## config.mk

```make
export PLATFORM = sky130hd
export DESIGN_NAME = buzzer_tone_gen
export DESIGN_NICKNAME = d
export VERILOG_FILES = /design/src/rtl/buzzer_pkg.sv /design/src/rtl/buzzer_tone_gen_tone_divider.sv /design/src/rtl/buzzer_tone_gen.sv
export SDC_FILE = /design/constraint.sdc
export NUM_CORES = 1
export LEC_CHECK = 0
export CORE_MARGIN = 2
export CORE_UTILIZATION = 56
export CTS_CLUSTER_DIAMETER = 50
export CTS_CLUSTER_SIZE = 12
export DETAILED_ROUTE_END_ITERATION = 10
export PLACE_DENSITY = 0.73
export SYNTH_ARGS = -nofsm -noshare
export SYNTH_HDL_FRONTEND = slang
export SYNTH_SLANG_ARGS = --single-unit
```

## constraint.sdc

```tcl
create_clock -name clk_i -period 3.65 [get_ports clk_i]
set_clock_uncertainty 0.15 [all_clocks]
set_input_delay 0.73 -clock clk_i [delete_from_list [all_inputs] [get_ports clk_i]]
set_output_delay 0.73 -clock clk_i [all_outputs]
set_load 0.02 [all_outputs]
```

## src/rtl/buzzer_pkg.sv

```systemverilog
// Shared types for the buzzer output stage: FSM states, channel codes and
// the alarm-to-channel priority map.
package buzzer_pkg;

   typedef enum logic [1:0] {
      IDLE    = 2'd0,
      TONE_ON = 2'd1,
      GAP     = 2'd2
   } state_e;

   localparam logic [1:0] CH_NONE = 2'd0;
   localparam logic [1:0] CH_1    = 2'd1;
   localparam logic [1:0] CH_2    = 2'd2;
   localparam logic [1:0] CH_3    = 2'd3;

   // Highest set enable wins.
   function automatic logic [1:0] sel_chan(input logic [2:0] alarm);
      logic [1:0] ch;
      if (alarm[2])      ch = CH_3;
      else if (alarm[1]) ch = CH_2;
      else if (alarm[0]) ch = CH_1;
      else               ch = CH_NONE;
      return ch;
   endfunction

endpackage

```

## src/rtl/buzzer_tone_gen_tone_divider.sv

```systemverilog
// Half-period down-counter with toggle flop; the tone is forced low
// whenever it is neither loading nor running.
module tone_divider #(
   parameter int CNT_W = 24
) (
   input  logic             clk_i,
   input  logic             rst_ni,
   input  logic             ena_i,
   input  logic             load_i,
   input  logic             run_i,
   input  logic [CNT_W-1:0] half_val_i,
   output logic             tone_o,
   output logic             tc_o
);

   logic [CNT_W-1:0] cnt_q, cnt_d;
   logic             tone_q, tone_d;

   always_comb begin
      cnt_d  = cnt_q;
      tone_d = tone_q;
      if (ena_i) begin
         if (load_i) begin
            cnt_d  = half_val_i - CNT_W'(1);
            tone_d = 1'b0;
         end else if (run_i) begin
            if (cnt_q == '0) begin
               cnt_d  = half_val_i - CNT_W'(1);
               tone_d = ~tone_q;
            end else begin
               cnt_d = cnt_q - CNT_W'(1);
            end
         end else begin
            cnt_d  = '0;
            tone_d = 1'b0;
         end
      end
   end

   always_ff @(posedge clk_i or negedge rst_ni) begin
      if (!rst_ni) begin
         cnt_q  <= '0;
         tone_q <= 1'b0;
      end else begin
         cnt_q  <= cnt_d;
         tone_q <= tone_d;
      end
   end

   assign tone_o = tone_q;
   assign tc_o   = (cnt_q == '0);

endmodule

```

## src/rtl/buzzer_tone_gen.sv

```systemverilog
// Piezo output stage: per-channel square wave with on/off beep cadence.
//   state   | meaning
//   IDLE    | no alarm, both pins low
//   TONE_ON | square wave on tone_out, complement on tone_out_n
//   GAP     | silent part of a ch2/ch3 beep, both pins low
module buzzer_tone_gen
   import buzzer_pkg::*;
#(
   parameter int CNT_W      = 24,
   parameter int HALF_1     = 12500,
   parameter int HALF_2     = 8333,
   parameter int HALF_3     = 6250,
   parameter int BEEP_ON_2  = 12500000,
   parameter int BEEP_OFF_2 = 12500000,
   parameter int BEEP_ON_3  = 5000000,
   parameter int BEEP_OFF_3 = 2500000
) (
   input  logic       clk_i,
   input  logic       rst_ni,
   input  logic       ena_i,
   input  logic [2:0] alarm_in_i,
   output logic       tone_out_o,
   output logic       tone_out_n_o,
   output logic       active_o,
   output logic [1:0] chan_o
);

   state_e           state_q, state_d;
   logic [1:0]       chan_q, chan_d;
   logic [CNT_W-1:0] beep_q, beep_d;
   logic             tone_n_q, tone_n_d;
   logic [1:0]       sel;
   logic             load, run, enter, tc, tone;
   logic [CNT_W-1:0] half_val;

   function automatic logic [CNT_W-1:0] half_of(input logic [1:0] ch);
      case (ch)
         CH_1:    return CNT_W'(HALF_1);
         CH_2:    return CNT_W'(HALF_2);
         default: return CNT_W'(HALF_3);
      endcase
   endfunction

   // ch1 has no cadence; its beep count is parked at zero.
   function automatic logic [CNT_W-1:0] on_of(input logic [1:0] ch);
      case (ch)
         CH_2:    return CNT_W'(BEEP_ON_2);
         CH_3:    return CNT_W'(BEEP_ON_3);
         default: return CNT_W'(1);
      endcase
   endfunction

   function automatic logic [CNT_W-1:0] off_of(input logic [1:0] ch);
      if (ch == CH_2) return CNT_W'(BEEP_OFF_2);
      else            return CNT_W'(BEEP_OFF_3);
   endfunction

   assign sel = sel_chan(alarm_in_i);

   always_comb begin
      state_d  = state_q;
      chan_d   = chan_q;
      beep_d   = beep_q;
      tone_n_d = tone_n_q;
      load     = 1'b0;
      run      = 1'b0;
      enter    = 1'b0;
      if (ena_i) begin
         if (sel == CH_NONE) begin
            state_d  = IDLE;
            chan_d   = CH_NONE;
            beep_d   = '0;
            tone_n_d = 1'b0;
         end else if (state_q == IDLE || sel != chan_q) begin
            enter = 1'b1;
         end else begin
            case (state_q)
               TONE_ON: begin
                  run      = 1'b1;
                  tone_n_d = tc ? ~tone_n_q : tone_n_q;
                  if (chan_q != CH_1) begin
                     if (beep_q == '0) begin
                        state_d  = GAP;
                        beep_d   = off_of(chan_q) - CNT_W'(1);
                        run      = 1'b0;
                        tone_n_d = 1'b0;
                     end else begin
                        beep_d = beep_q - CNT_W'(1);
                     end
                  end
               end
               GAP: begin
                  tone_n_d = 1'b0;
                  if (beep_q == '0) enter = 1'b1;
                  else              beep_d = beep_q - CNT_W'(1);
               end
               default: state_d = IDLE;
            endcase
         end
         if (enter) begin
            state_d  = TONE_ON;
            chan_d   = sel;
            beep_d   = on_of(sel) - CNT_W'(1);
            load     = 1'b1;
            run      = 1'b0;
            tone_n_d = 1'b1;
         end
      end
   end

   assign half_val = load ? half_of(sel) : half_of(chan_q);

   tone_divider #(.CNT_W(CNT_W)) u_div (
      .clk_i      (clk_i),
      .rst_ni     (rst_ni),
      .ena_i      (ena_i),
      .load_i     (load),
      .run_i      (run),
      .half_val_i (half_val),
      .tone_o     (tone),
      .tc_o       (tc)
   );

   always_ff @(posedge clk_i or negedge rst_ni) begin
      if (!rst_ni) begin
         state_q  <= IDLE;
         chan_q   <= CH_NONE;
         beep_q   <= '0;
         tone_n_q <= 1'b0;
      end else begin
         state_q  <= state_d;
         chan_q   <= chan_d;
         beep_q   <= beep_d;
         tone_n_q <= tone_n_d;
      end
   end

   assign tone_out_o   = tone;
   assign tone_out_n_o = tone_n_q;
   assign active_o     = (state_q != IDLE);
   assign chan_o       = chan_q;

endmodule

```

==> results.ini <==
[status]
status=completed

[logic_synthesis]
yosysWarnings=0
syn_inst=472
avgSynthCellArea_um2=8.35
syn_area_um2=3940
synth_flop_cell=dfrtp_1
ys_top_cells_by_count=54 x dfrtp_1, 51 x nand2_1, 37 x a21oi_1
yosysMostFrequentCell=dfrtp_1
yosys.area.top_type=dfrtp_1
synth.distinct_cells=73
ys_ff_latch=54
synth.net_count=494
ys_top_cells_by_area=dfrtp_1 34%, ha_1 5.1%, nand2_1 4.9%, a21oi_1 4.7%, o21ai_0 3.8%
netlist.area_leader.share_pct=34.3
yosysSeqAreaShare_pct=34.3
ys_async_sr_fraction_pct=100
synth-edff-count=0

[sta]
rsz0062_at_grt=false
setup_tns_ps=0
drv_slew=0
finalCriticalPeriod_ps=3350
relSlewSlack_pct=39.4
max_freq_mhz=299
setup_viol=0
tightest_slew_ps=909
finalHoldViolCount=0
fin_crit_sh_pct=91.6
setup_ws_ps=305

[min_path]
hp-class=primary input to asynchronous set/reset pin

[setup_path]
reg2reg_slack_ps=520
critPathRequiredTime_ps=3710
end_kind=flip-flop
cp-start-kind=primary input
criticalPathCategory=primary input to flip-flop
r2r_end=u_div.cnt_q[13]$_DFFE_PN0P_
timing.rr.start=beep_q[0]$_DFFE_PN0P_
reg2regPathDepth=9
critPathMaxFanout=17
critPathArrivalTime_ps=3410

[power_and_ir_drop]
leakagePower_uw=0.00175
seqPwrFrac_pct=40.7
p_sw_share_pct=41.8
comb_power_share_pct=39.0
worst_ir_drop_vdd_mv=0.314
clock_power_share_pct=20.3
p_int_uw=1250
total_power_uw=2140
p_per_area_nw_per_um2=491
switching_power_uw=894

[global_route]
grt_max_degree=39
overflow=0
grt_pass1_wl_um=18500
gr-usage-all-layers_pct=30.6
grt_pass1_vias=3739
grt_antenna_before_repair=0

[cells_and_area]
multi_input_area_um2=2380
num_antenna_cells=0
postLayoutCoreUtil_pct=64.2
finalInstanceArea_um2=4360
fill_cells=592
regArea_um2=1350
synthToLayoutAreaGrowth_pct=10.7
layout-drive-gt1-share_pct=10.3
fin_nets=515

[clock_tree]
ctsRootBufferMaster=clkbuf_8
clock_latency_ps=330
cts_resized=0
postCtsSetupBuffers=0
cts_tree=done
cts.sinks=54
cts_made_buffers=5
htree_levels=2
clk_path_buf_depth=2
cts.clk_slew.worst_paths_ps=110
cts-hold-fix-buffers=0

[floorplanning]
die_w_um=87.9
ios=11
start_util_pct=58.0
coreArea_um2=6790
placementRows=30
dieArea_um2=7730
die_h_um=87.9

[place]
pre_cts_ws_ps=-0.659
place_congestion=0.941
hpwl_um=7910
port-buffer-count=10
dpl_cell_area_um2=4250

[detailed_routing]
drt_iter0_markers=337
via_count=3857
wirelength_um=10900
avgViaCountPerCell=6.54
dr.pass1.iters=5
drcViolationCount=0
antenna_left=0
wl_per_cell_um=18.4

[job]
max_cap_violations=0

state kept, by name, summed over array words and instances, names as in the netlist:
name	flops
u_div.tone_o	1
u_div.cnt_q	24
tone_out_n_o	1
beep_q	24
chan_o	2
state_q	2
cell usage in the layout, fill, tap and decap left out, drive strengths merged, types with 5 or more instances in the layout:
cell type	count
o41ai	6
or3	12
clkbuf	5
a211oi	12
nand4	6
nor2	33
a31oi	8
inv	33
clkdlybuf4s50	9
nor3	26
o211ai	5
a21oi	39
o21ai	33
nor4	14
nand2	51
nand2b	5
a21o	5
buf	25
nand3	10
or4	5
ha	16
a2bb2oi	9
dfrtp	54
o22ai	6
o31ai	7
metal layers:
| metal | part of all wire (%) | GRT usage, % | up-vias | wire [µm] |
|---|---|---|---|---|
| met2 | 47 | 50.7 | 173 | 5110 |
| met4 | 2.0 | 9.65 | 0 | 213 |
| met3 | 6.9 | 3.58 | 21 | 751 |
| met1 | 44 | 42.1 | 1832 | 4800 |
| li1 | - | - | 1831 | - |
| met5 | 0 | 0 | - | 0 |
worst max-delay path, cell delays in order:
cell and delay (ps):
clkdlybuf4s50_1 500, or4b_1 560, a211o_1 320, a21o_1 420, o31a_2 580, a32o_1 290
power by group through the flow:
stage | Combinational, µW | Clock (µW) | Sequential, µW
4_1_cts | 825 | 443 | 867
3_3_place_gp | 806 | 0 | 871
6_report | 834 | 435 | 870
2_1_floorplan | 584 | 0 | 846
3_5_place_dp | 821 | 0 | 878
5_1_grt | 922 | 467 | 892
how the worst max path moves through the flow:
stage                     depth (start not counted)  slack, ps           from                           to
after floorplan                                   8        780  alarm_in_i[1]  u_div.cnt_q[16]$_DFFE_PN0P_
after CTS                                         6        330  alarm_in_i[2]        beep_q[7]$_DFFE_PN0P_
final                                             6        300  alarm_in_i[2]       beep_q[16]$_DFFE_PN0P_
after global placement                            6         80  alarm_in_i[2]       beep_q[16]$_DFFE_PN0P_
after detailed placement                          6       -0.7  alarm_in_i[2]        beep_q[7]$_DFFE_PN0P_
after global routing                              7        160  alarm_in_i[2]   u_div.cnt_q[0]$_DFFE_PN0P_
cell families after synthesis:
kind of cell	synth area share (%)
buffers and inverters	5.71
adder cells (fa/ha/maj)	5.08
AO/OA/AOI/OAI	29.8
multiplexers	0.508
AND/OR/NAND/NOR	23.3
flip-flops	34.3
XOR/XNOR	1.33
final cells by class:
type,count,area share [%]
Sequential cell,54,31.0
Tap cell,96,2.75
Timing Repair Buffer,34,6.31
Multi-Input combinational cell,366,54.5
Clock buffer,5,1.58
Clock inverter,3,1.09
Inverter,32,2.75
through the flow:
stage               hold slack (ps)  std cells
floorplan                       284        472
global placement                340        582
global route                    400        590
CTS                             372        590
finish                          366        590
detailed placement              354        582
No activity file was read; power rests on OpenSTA's default activity.
